$ cat src/rtl/joy_pkg.sv
// Shared widths, pin indices and helpers for the DB9 joystick conditioner.
package joy_pkg;

  localparam int JOY_W     = 5;
  localparam int JOY_FIRE  = 0;
  localparam int JOY_LEFT  = 1;
  localparam int JOY_RIGHT = 2;
  localparam int JOY_DOWN  = 3;
  localparam int JOY_UP    = 4;

  typedef logic [0:JOY_W-1] joy_t;

  // System clocks per microsecond, never below one so the prescaler stays legal.
  function automatic int us_div(input int clk_hz);
    return (clk_hz / 1000000 < 1) ? 1 : clk_hz / 1000000;
  endfunction

  // A held opposing pair cancels out; fire is independent.
  function automatic joy_t joy_suppress(input joy_t j);
    joy_t r;
    r = j;
    if (j[JOY_UP] && j[JOY_DOWN]) begin
      r[JOY_UP]   = 1'b0;
      r[JOY_DOWN] = 1'b0;
    end
    if (j[JOY_LEFT] && j[JOY_RIGHT]) begin
      r[JOY_LEFT]  = 1'b0;
      r[JOY_RIGHT] = 1'b0;
    end
    return r;
  endfunction

endpackage

$ cat src/rtl/joy_debounce_bit.sv
// One joystick line: 2-FF synchroniser, inversion to active-high, us-based debounce.
module joy_debounce_bit #(
  parameter int DEBOUNCE_US = 5
) (
  input  logic clk,
  input  logic reset_n,
  input  logic tick,
  input  logic pin_n,
  output logic state
);

  localparam int CW = $clog2(DEBOUNCE_US + 1);

  logic [1:0]    sync;
  logic [CW-1:0] cnt;
  logic          s;

  assign s = ~sync[1];

  always_ff @(posedge clk) begin
    if (!reset_n) begin
      sync  <= 2'b11;
      cnt   <= '0;
      state <= 1'b0;
    end else begin
      sync <= {sync[0], pin_n};
      // Any return to the accepted level throws away partial progress.
      if (s == state) begin
        cnt <= '0;
      end else if (tick) begin
        if (cnt == CW'(DEBOUNCE_US - 1)) begin
          state <= s;
          cnt   <= '0;
        end else begin
          cnt <= cnt + 1'b1;
        end
      end
    end
  end

endmodule

$ cat src/rtl/joy_port_conditioner.sv
// Two DB9 ports -> debounced, opposite-suppressed active-high joy1/joy2 with change strobe.
// Optional autofire on the fire line when JOY_PORT_CONDITIONER_AUTOFIRE_EN is defined.
module joy_port_conditioner
  import joy_pkg::*;
#(
  parameter int CLK_HZ      = 108000000,
  parameter int DEBOUNCE_US = 5,
  parameter int AUTOFIRE_HZ = 10
) (
  input  logic             clk,
  input  logic             reset_n,
  input  logic [0:JOY_W-1] joy_a_n,
  input  logic [0:JOY_W-1] joy_b_n,
  input  logic             autofire,
  output logic [0:JOY_W-1] joy1,
  output logic [0:JOY_W-1] joy2,
  output logic             changed
);

  localparam int DIV = us_div(CLK_HZ);
  localparam int PW  = (DIV > 1) ? $clog2(DIV) : 1;

  logic [PW-1:0] pcnt;
  logic          tick;

  assign tick = (pcnt == PW'(DIV - 1));

  always_ff @(posedge clk) begin
    if (!reset_n)  pcnt <= '0;
    else if (tick) pcnt <= '0;
    else           pcnt <= pcnt + 1'b1;
  end

  logic [2*JOY_W-1:0] pin_flat, st_flat;
  joy_t               st_a, st_b, nxt_a, nxt_b;

  assign pin_flat = {joy_a_n, joy_b_n};

  joy_debounce_bit #(.DEBOUNCE_US(DEBOUNCE_US)) u_db [2*JOY_W-1:0] (
    .clk    (clk),
    .reset_n(reset_n),
    .tick   (tick),
    .pin_n  (pin_flat),
    .state  (st_flat)
  );

  assign {st_a, st_b} = st_flat;

`ifdef JOY_PORT_CONDITIONER_AUTOFIRE_EN
  localparam int HALF_US = (1000000 / (2 * AUTOFIRE_HZ) < 1) ? 1 : 1000000 / (2 * AUTOFIRE_HZ);
  localparam int AW      = (HALF_US > 1) ? $clog2(HALF_US) : 1;

  logic [AW-1:0] af_cnt;
  logic          af_phase;
  logic [1:0]    fire_q;
  logic          fire_rise, af_restart, af_gate;

  assign fire_rise  = (st_a[JOY_FIRE] & ~fire_q[0]) | (st_b[JOY_FIRE] & ~fire_q[1]);
  // A fresh press on either port restarts the shared phase in its 'on' half.
  assign af_restart = ~autofire | ~(st_a[JOY_FIRE] | st_b[JOY_FIRE]) | fire_rise;
  assign af_gate    = ~autofire | af_restart | af_phase;

  always_ff @(posedge clk) begin
    if (!reset_n) begin
      af_cnt   <= '0;
      af_phase <= 1'b1;
      fire_q   <= 2'b00;
    end else begin
      fire_q <= {st_b[JOY_FIRE], st_a[JOY_FIRE]};
      if (af_restart) begin
        af_cnt   <= '0;
        af_phase <= 1'b1;
      end else if (tick) begin
        if (af_cnt == AW'(HALF_US - 1)) begin
          af_cnt   <= '0;
          af_phase <= ~af_phase;
        end else begin
          af_cnt <= af_cnt + 1'b1;
        end
      end
    end
  end

  always_comb begin
    nxt_a           = joy_suppress(st_a);
    nxt_b           = joy_suppress(st_b);
    nxt_a[JOY_FIRE] = st_a[JOY_FIRE] & af_gate;
    nxt_b[JOY_FIRE] = st_b[JOY_FIRE] & af_gate;
  end
`else
  localparam int unused_af_hz = AUTOFIRE_HZ;
  logic unused_autofire;
  assign unused_autofire = autofire;

  always_comb begin
    nxt_a = joy_suppress(st_a);
    nxt_b = joy_suppress(st_b);
  end
`endif

  always_ff @(posedge clk) begin
    if (!reset_n) begin
      joy1    <= '0;
      joy2    <= '0;
      changed <= 1'b0;
    end else begin
      joy1    <= nxt_a;
      joy2    <= nxt_b;
      changed <= (nxt_a != joy1) || (nxt_b != joy2);
    end
  end

endmodule

$ cat config.mk
export PLATFORM = sky130hd
export DESIGN_NAME = joy_port_conditioner
export DESIGN_NICKNAME = d
export VERILOG_FILES = /design/src/rtl/joy_pkg.sv /design/src/rtl/joy_debounce_bit.sv /design/src/rtl/joy_port_conditioner.sv
export SDC_FILE = /design/constraint.sdc
export NUM_CORES = 1
export LEC_CHECK = 0
export ABC_AREA = 1
export ABC_CLOCK_PERIOD_IN_PS = 1700
export BUFFER_PORTS_ARGS = -buffer_cell sky130_fd_sc_hd__buf_2
export CORE_ASPECT_RATIO = 0.5
export CORE_MARGIN = 3
export CORE_UTILIZATION = 56
export CTS_BUF_LIST = sky130_fd_sc_hd__clkbuf_4 sky130_fd_sc_hd__clkbuf_8
export DETAILED_ROUTE_END_ITERATION = 8
export PLACE_DENSITY_LB_ADDON = 0.15
export SKIP_CTS_REPAIR_TIMING = 1
export SYNTH_ARGS = -nofsm -noshare
export SYNTH_HDL_FRONTEND = slang
export SYNTH_SLANG_ARGS = --single-unit
export TNS_END_PERCENT = 50
$ cat constraint.sdc
create_clock -name clk -period 1.7 [get_ports clk]
set_clock_uncertainty 0.15 [all_clocks]
set_input_delay 0.17 -clock clk [delete_from_list [all_inputs] [get_ports clk]]
set_output_delay 0.17 -clock clk [all_outputs]
set_load 0.02 [all_outputs]
==> results of run 1 <==
[sequential cells by signal, summed over array words and instances (netlist names)]
name,count
u_db.cnt,30
u_db.sync,20
u_db.state,10
pcnt,7
joy1,5
joy2,5
changed,1
[per-stage QoR]
stage / instances / hold slack [ns] / utilization
after global routing: 584 / 0.2811 / 0.7498
after global placement: 541 / 0.2063 / 0.6404
after detailed placement: 541 / 0.2080 / 0.6404
after floorplan: 448 / 0.1266 / -
after CTS: 557 / -0.1772 / 0.6750
final: 584 / 0.2654 / 0.7498
[routing by layer]
metal  up-vias  track usage
li1       1516            -
met1      1365       0.2688
met2       105       0.3618
met3        18      0.08930
met4         0      0.06612
met5         -            0
[cell families (layout without fill, tap and decap cells)]
family,Yosys count,in the layout,synth area share
XOR/XNOR,5,5,0.01285
AND/OR/NAND/NOR,236,236,0.3090
flip-flops,78,78,0.4580
buffers and inverters,66,129,0.08000
AO/OA/AOI/OAI,42,42,0.06312
adder cells (fa/ha/maj),21,21,0.07706
[report_power, final]
part / total, mW / internal (mW) / switching, mW
clock network: 1.39 / 0.682 / 0.712
logic: 0.130 / 0.0686 / 0.0616
registers: 1.87 / 1.85 / 0.0169
total: 3.39 / 2.60 / 0.790
[final cells by class]
cell class | instances | share of cell area
clock buffers | 9 | 0.02907
clock inverters | 7 | 0.01703
inverters | 56 | 0.05551
multi-input cells | 304 | 0.3856
flip-flops and latches | 78 | 0.3677
well taps | 73 | 0.02144
repair buffers | 55 | 0.1160
repair inverters | 2 | 0.007636
[cell usage after synthesis (all sizes together), types with 2 or more instances]
cell type	count	share of area
xor2	3	0.0077
nand2	117	0.13
o21ai	13	0.019
clkbuf	3	0.0033
dfxtp	78	0.46
nor2	55	0.061
xnor2	2	0.0051
a21oi	27	0.040
nand3	21	0.031
ha	21	0.077
nand3b	7	0.015
or2	21	0.039
buf	7	0.014
nor3b	4	0.0088
inv	56	0.063
nand4	10	0.018
[how the worst max path moves through the flow]
stage | start | to | slack, ns | depth (start not counted)
after floorplan | pcnt[0] | u_db[9].state | 0.01 | 7
after global placement | pcnt[0] | u_db[3].cnt[2] | 0.05 | 7
after detailed placement | pcnt[0] | u_db[3].cnt[2] | -0.02 | 7
after CTS | pcnt[0] | u_db[3].cnt[2] | -0.03 | 7
after global routing | pcnt[1] | u_db[4].state | -0.17 | 9
final | pcnt[0] | u_db[6].cnt[2] | -0.09 | 8
==> flow_summary_export.csv, run 1 <==
group,metric,value,unit
outcome,outcome,"finished with violations",
outcome,failed_checks,"negative setup slack",
timing,timing.final.crit_period,1.791,ns
cts,cts_tree,"yes",
routing,vias_per_cell,5.144,
cells_and_area,drive_above_1_share,0.2035,
cells_and_area,regArea,0.001567,mm2
timing,slew_headroom,0.8065,
cells_and_area,layout_commonest_cell,"nand2_1",
setup_path,cp_slowest_cell,"dfxtp_4",
timing,hold_viol,0,
power,power.density,796.8,mW/mm2
yosys,synth_edf_count,0,
routing,ant_nets,0,
yosys,yosysSeqAreaShare,0.4580,
min_path,min_from,"u_db[2].sync[0]",
cells_and_area,finalNetCount,540,
cells_and_area,fin_area,0.004260,mm2
routing,drtIter0Drc,216,
routing,post_drt_wl_per_cell,14.54,um
cells_and_area,diodes,0,
setup_path,critPathKind,"flop to flop",
setup_path,path_delay_family,"simple AND/OR/NAND/NOR gates",
cts,clock-sinks,78,
setup_path,endpoint_kind,"flop",
timing,worstMarginPinSlew,0.2898,ns
power,p_leak,2.003,nW
floorplanning,die_w,116.4,um
yosys,synth_area,0.003410,mm2
grt,antenna_found_initial,0,
routing,first_pass_iters,5,
yosys,synth_nets,482,
grt,grt_pass1_wl,11.78,mm
yosys,synth_cell_types,24,
routing,drcViolationCount,0,
grt,grt_pass1_vias,2642,
cells_and_area,areaGrowthSynthToFinish,24.95,%
setup_path,cpPeakStageDelay,0.38,ns
routing,wl_met2,3.948,mm
cts,htreeDepth,3,
floorplanning,die_area,0.007118,mm2
setup_path,r2r_cells,8,
run,maxCapViolCount,0,
min_path,hp-class,"flop to flop",
timing,rsz0062_at_grt,"yes",
timing,setup_viol,14,
floorplanning,die_h,61.18,um
floorplanning,rows,19,
setup_path,timing.rr.start,"pcnt[0]",
routing,vias,3004,
cts,cts-root-buf,"clkbuf_8",
yosys,avgSynthCellArea,7.611,um2
cells_and_area,multiInputGateArea,0.001643,mm2
timing,setup_slack,-0.09112,ns
routing,top_layer,"met4",
min_path,worstHoldPathCells,1,
setup_path,r2r_end,"u_db[6].cnt[2]",
timing,post-route-period-util,1.054,
cts,path_clk_slew,0.08,ns
yosys,async_flop_share,0,
timing,maxSlewViolCount,0,
grt,grt_use_total,0.2191,
yosys,netlist_instances,448,
cells_and_area,fillers,400,
timing,tns,-0.6527,ns
yosys,ys.flop_type,"dfxtp_1",
floorplanning,initial_utilization,0.6001,
routing,met1_length,3.721,mm
yosys,ys_ff_latch,78,
floorplanning,ioPinCount,24,
timing,max_freq,558.3,MHz
setup_path,cp.required,1.81,ns
grt,grt.overflow.total,0,
setup_path,crit_path_start_kind,"flop",
min_path,whs_endpoint,"u_db[2].sync[1]",
routing,wl_met3,633,um
placement,place.gp.congestion,0.8096,
placement,portBuffers,22,
setup_path,path_cells,"ha_4 > nand2_4 > nor3_4 > buf_4 > buf_6 > nand4_1 > nand2_1 > nor2_1",
placement,hpwl,5.096,mm
setup_path,r2r_slack,-0.09,ns
setup_path,critPathBufInv,2,
cts,clk-insertion-delay-late,0.36,ns
power,finalPower,3.395,mW
power,vdd_drop_max,0.0006785,V
grt,grt_max_degree,30,
placement,place_area,0.003638,mm2
setup_path,cp_data_arrival_time,1.90,ns
setup_path,path_max_fanout,5,
yosys,yosysWarnings,0,
cts,cts_buffers,9,
cts,clk_path_buf_depth,2,
placement,pre_cts_ws,-0.01787,ns
cells_and_area,layout_common_cells,"110 x nand2_1, 76 x dfxtp_1, 55 x inv_1",
floorplanning,core_area,0.005682,mm2
routing,finalWirelength,8.493,mm
Power figures use the tool's default switching activity.
==> inputs of run 2 (changes only) <==
--- a/config.mk
+++ b/config.mk
@@ -5,7 +5,6 @@
 export SDC_FILE = /design/constraint.sdc
 export NUM_CORES = 1
 export LEC_CHECK = 0
-export ABC_AREA = 1
 export ABC_CLOCK_PERIOD_IN_PS = 1700
 export BUFFER_PORTS_ARGS = -buffer_cell sky130_fd_sc_hd__buf_2
 export CORE_ASPECT_RATIO = 0.5
@@ -13,6 +12,7 @@
 export CORE_UTILIZATION = 56
 export CTS_BUF_LIST = sky130_fd_sc_hd__clkbuf_4 sky130_fd_sc_hd__clkbuf_8
 export DETAILED_ROUTE_END_ITERATION = 8
+export GPL_ROUTABILITY_DRIVEN = 0
 export PLACE_DENSITY_LB_ADDON = 0.15
 export SKIP_CTS_REPAIR_TIMING = 1
 export SYNTH_ARGS = -nofsm -noshare
==> flow_summary_export.csv, run 2 <==
group,metric,value,unit
grt,grt_use_total,0.1921,
yosys,synth_area,0.003436,mm2
routing,drtIter0Drc,143,
yosys,yosysWarnings,0,
timing,post-route-period-util,0.9947,
outcome,outcome,"complete, no violations",
placement,portBuffers,22,
grt,antenna_found_initial,0,
setup_path,cpPeakStageDelay,0.43,ns
cells_and_area,regMostFlops,"u_db.cnt",
cells_and_area,layout_commonest_cell,"dfxtp_1",
yosys,yosysMostFrequentCell,"dfxtp_1",
power,vdd_drop_max,0.0006975,V
yosys,async_flop_share,0,
cells_and_area,fillers,422,
grt,grt_max_degree,34,
routing,post_drt_wl_per_cell,13.74,um
cells_and_area,areaGrowthSynthToFinish,19.08,%
power,finalPower,3.384,mW
timing,slew_headroom,0.7005,
floorplanning,core_area,0.005705,mm2
timing,setup_viol,0,
cells_and_area,finalNonFillerCells,494,
cells_and_area,finalNetCount,450,
routing,ant_nets,0,
setup_path,path_delay_family,"simple AND/OR/NAND/NOR gates",
yosys,netlist_top_cells_count,"78 x dfxtp_1, 38 x nand2_1, 29 x a21oi_1",
yosys,synth_nets,401,
yosys,ys.flop_type,"dfxtp_1",
setup_path,path_cells,"or3b_4 > or2_4 > o21ai_0 > a21oi_1",
grt,grt.overflow.total,0,
timing,maxSlewViolCount,0,
cells_and_area,layout_common_cells,"77 x dfxtp_1, 38 x nand2_1, 27 x a21oi_1",
setup_path,critPathKind,"flop to flop",
yosys,avgSynthCellArea,9.362,um2
setup_path,cp.required,1.79,ns
timing,max_freq,591.3,MHz
floorplanning,initial_utilization,0.6022,
yosys,yosysSeqAreaShare,0.4545,
yosys,yosysTopAreaCell,"dfxtp_1",
routing,drcViolationCount,0,
cts,clock-sinks,78,
timing,timing.final.crit_period,1.691,ns
yosys,ys_ff_latch,78,
setup_path,critPathBufInv,0,
grt,grt_pass1_wl,10.36,mm
setup_path,path_max_fanout,11,
floorplanning,die_w,116.8,um
power,power.density,827.0,mW/mm2
cells_and_area,drive_above_1_share,0.1876,
floorplanning,die_area,0.007168,mm2
yosys,netlist_instances,367,
floorplanning,ioPinCount,24,
timing,hold_viol,0,
routing,vias,2614,
floorplanning,die_h,61.39,um
yosys,synth_area_leaders,"dfxtp_1 45%, ha_1 7.6%, xnor2_1 4.6%",
power,p_leak,1.588,nW
setup_path,endpoint_kind,"flop",
setup_path,r2r_slack,0.009,ns
cts,path_clk_slew,0.07,ns
cts,cts_tree,"yes",
cts,clk_path_buf_depth,2,
routing,vias_per_cell,5.291,
floorplanning,rows,19,
grt,grt_pass1_vias,2346,
routing,finalWirelength,6.787,mm
cts,cts_buffers,9,
setup_path,cp_data_arrival_time,1.79,ns
timing,rsz0062_at_grt,"yes",
setup_path,crit_path_start_kind,"flop",
cells_and_area,top_regs,"u_db.cnt: 30 flops, u_db.sync: 20 flops, u_db.state: 10 flops",
run,maxCapViolCount,0,
min_path,hp-class,"input port to flop",
cts,cts-root-buf,"clkbuf_8",
cts,clk-insertion-delay-late,0.35,ns
cells_and_area,largest_reg_flops,30,
setup_path,cp_slowest_cell,"or3b_4",
yosys,synth_cell_types,38,
placement,hpwl,4.264,mm
cts,htreeDepth,3,
cells_and_area,diodes,0,
yosys,synth_edf_count,0,
placement,dp_cells,460,
timing,worstMarginPinSlew,0.4487,ns
routing,first_pass_iters,4,
yosys,yosysTopAreaCellShare,0.4545,
## run 2: area by class of cell
cell class,instances,area [um2],area share
multi-input combinational,246,1708,0.4174
sequential,78,1563,0.3820
timing repair buffer,55,427.9,0.1046
clock buffer,12,158.9,0.03884
inverter,26,97.59,0.02385
tap,73,91.34,0.02232
clock inverter,4,45.04,0.01101
## run 2: kinds of logic after synthesis
| family | share of synthesized area |
|---|---|
| AND/OR/NAND/NOR | 0.2258 |
| AO/OA/AOI/OAI | 0.1001 |
| flip-flops | 0.4545 |
| XOR/XNOR | 0.07647 |
| adder cells (fa/ha/maj) | 0.07647 |
| buffers and inverters | 0.06664 |
## run 2: worst min-delay path: cells and delay by family
family,cells,cell delay (ns)
and+or+nand+nor,1,0.16
buffers and inverters,2,0.28
## run 2: final timing paths
check / startpoint / endpoint / cells past startpoint
max: pcnt[6] / u_db[2].cnt[2] / 4
min: reset_n / pcnt[4] / 3
max reg2reg: pcnt[6] / u_db[2].cnt[2] / 4
min reg2reg: u_db[1].sync[0] / u_db[1].sync[1] / 1
## run 2: power breakdown
| group | total (mW) | internal (mW) | switching, mW |
|---|---|---|---|
| Clock | 1.41 | 0.767 | 0.645 |
| Combinational | 0.106 | 0.0554 | 0.0504 |
| Sequential | 1.87 | 1.85 | 0.0120 |
## run 2: per-stage QoR
| step | utilization | setup WS [ns] | area (um2) | setup TNS, ns | hold WS (ns) |
|---|---|---|---|---|---|
| finish | 0.7171 | 0.008938 | 4091 | 0 | 0.1418 |
| floorplan | - | 0.005365 | 3441 | 0 | 0.09304 |
| detailed placement | 0.6386 | -0.07617 | 3643 | -0.3190 | 0.2046 |
| CTS | 0.6743 | -0.09451 | 3847 | -0.8624 | -0.1751 |
| global route | 0.7171 | -0.04980 | 4091 | -0.2700 | 0.1518 |
| global placement | 0.6386 | -0.01262 | 3643 | -0.01262 | 0.1990 |
## run 2: layer usage
metal | wire length [um] | up-vias | track usage
met5 | 0 | - | 0
met4 | 78 | 0 | 0.07353
met3 | 263 | 8 | 0.07066
met2 | 3241 | 30 | 0.3306
met1 | 3204 | 1247 | 0.2246
li1 | - | 1329 | -
==> inputs of run 3 (changes only) <==
--- a/config.mk
+++ b/config.mk
@@ -5,7 +5,7 @@
 export SDC_FILE = /design/constraint.sdc
 export NUM_CORES = 1
 export LEC_CHECK = 0
-export ABC_CLOCK_PERIOD_IN_PS = 1700
+export ABC_CLOCK_PERIOD_IN_PS = 1500
 export BUFFER_PORTS_ARGS = -buffer_cell sky130_fd_sc_hd__buf_2
 export CORE_ASPECT_RATIO = 0.5
 export CORE_MARGIN = 3
==> constraint.sdc (replaced) <==
create_clock -name clk -period 1.5 [get_ports clk]
set_clock_uncertainty 0.15 [all_clocks]
set_input_delay 0.15 -clock clk [delete_from_list [all_inputs] [get_ports clk]]
set_output_delay 0.15 -clock clk [all_outputs]
set_load 0.02 [all_outputs]
==> flow_summary_export.csv, run 3 (synthesized netlist as in run 2, its figures left out) <==
group,metric,value,unit
cells_and_area,utilization,0.7182,
setup_path,critPathKind,"flop to flop",
timing,setup_slack,-0.1418,ns
run,maxCapViolCount,0,
placement,hpwl,4.338,mm
cells_and_area,diodes,0,
routing,vias,2584,
floorplanning,initial_utilization,0.6022,
cells_and_area,multiInputGateArea,0.001700,mm2
timing,hold_viol,0,
timing,post-route-period-util,1.095,
grt,grt_pass1_vias,2404,
cts,cts-root-buf,"clkbuf_8",
power,power.density,893.9,mW/mm2
setup_path,timing.rr.start,"pcnt[4]",
min_path,min_from,"reset_n",
setup_path,cp_data_arrival_time,1.73,ns
cells_and_area,areaGrowthSynthToFinish,19.26,%
timing,maxSlewViolCount,0,
setup_path,crit_path_start_kind,"flop",
outcome,outcome,"finished with violations",
timing,hold_ws,0.1131,ns
setup_path,critPathLaunch,"pcnt[4]",
floorplanning,die_w,116.8,um
cells_and_area,top_regs,"u_db.cnt: 30 flops, u_db.sync: 20 flops, u_db.state: 10 flops",
timing,worstMarginPinSlew,0.4564,ns
routing,post_drt_wl_per_cell,12.81,um
routing,vias_per_cell,5.210,
floorplanning,die_area,0.007168,mm2
cts,path_clk_slew,0.07,ns
routing,first_pass_iters,4,
grt,grt_max_degree,32,
cts,cts_buffers,9,
placement,portBuffers,22,
min_path,hp-class,"input port to flop",
cells_and_area,fillers,442,
cells_and_area,finalNetCount,454,
setup_path,path_max_fanout,20,
placement,dp_cells,471,
floorplanning,rows,19,
timing,slew_headroom,0.6954,
grt,grt.overflow.total,0,
cells_and_area,largest_reg_flops,30,
power,finalPower,3.663,mW
cells_and_area,layout_common_cells,"76 x dfxtp_1, 35 x nand2_1, 27 x a21oi_1",
cts,cts_tree,"yes",
routing,ant_nets,0,
setup_path,endpoint_kind,"flop",
power,p_leak,1.600,nW
grt,grt_use_total,0.1921,
cells_and_area,layout_commonest_cell,"dfxtp_1",
cells_and_area,drive_above_1_share,0.2009,
cts,clk_path_buf_depth,2,
cts,clock-sinks,78,
routing,drcViolationCount,0,
routing,drtIter0Drc,115,
cells_and_area,finalNonFillerCells,496,
floorplanning,core_area,0.005705,mm2
timing,setup_viol,46,
cells_and_area,regMostFlops,"u_db.cnt",
power,vdd_drop_max,0.0007981,V
setup_path,r2r_slack,-0.14,ns
cts,htreeDepth,3,
setup_path,cp.required,1.59,ns
grt,grt_pass1_wl,10.46,mm
grt,antenna_found_initial,0,
timing,max_freq,609.1,MHz
timing,timing.final.crit_period,1.642,ns
timing,tns,-4.187,ns
outcome,failed_checks,"negative setup slack",
cts,clk-insertion-delay-late,0.35,ns
cells_and_area,regArea,0.001564,mm2
routing,finalWirelength,6.352,mm
floorplanning,ioPinCount,24,
floorplanning,die_h,61.39,um
timing,rsz0062_at_grt,"yes",
## run 3: cell types whose count changed in the layout (fill, tap and decap cells not counted), moves of 3 or more
cell	change
buf_4	+7
buf_6	-3
nand2_1	-3
nand2_2	+3
o21ai_0	-3
o21ai_1	+3
## run 3: area by class of cell
type	count	area share
Tap cell	73	0.02229
Sequential cell	78	0.3817
Clock inverter	1	0.001221
Timing Repair Buffer	60	0.1139
Clock buffer	13	0.04214
Multi-Input combinational cell	245	0.4150
Inverter	26	0.02382
## run 3: critical path, cell delays in order (launching register included)
cell     delay (ns)
dfxtp_2        0.32
or3b_4         0.44
nor2_8         0.16
buf_12         0.17
a311o_1        0.22
nor2_1         0.06
## run 3: worst paths after layout
kind / to / cells after the start
setup reg to reg: u_db[4].cnt[0] / 5
hold reg to reg: u_db[0].sync[1] / 1
setup / recovery: u_db[4].cnt[0] / 5
hold / removal: u_db[8].sync[0] / 3
## run 3: layer usage
layer  GRT usage  part of all wire  up-vias
li1            -                 -     1338
met1      0.2228              0.48     1203
met2      0.3290              0.47       34
met3     0.07164             0.039        9
met4     0.08007             0.012        0
met5           0                 0        -
## run 3: power by group
part           switching [mW]  internal [mW]
Combinational          0.0547         0.0691
Sequential             0.0155           2.10
Clock                   0.687          0.734
Total                   0.758           2.91
## run 3: stage by stage
stage          worst slack, ns  area (um2)
2_1_floorplan          -0.1395        3450
3_3_place_gp           -0.2030        3747
3_5_place_dp           -0.2281        3747
4_1_cts                -0.2445        3925
5_1_grt                -0.2319        4098
6_report               -0.1418        4098
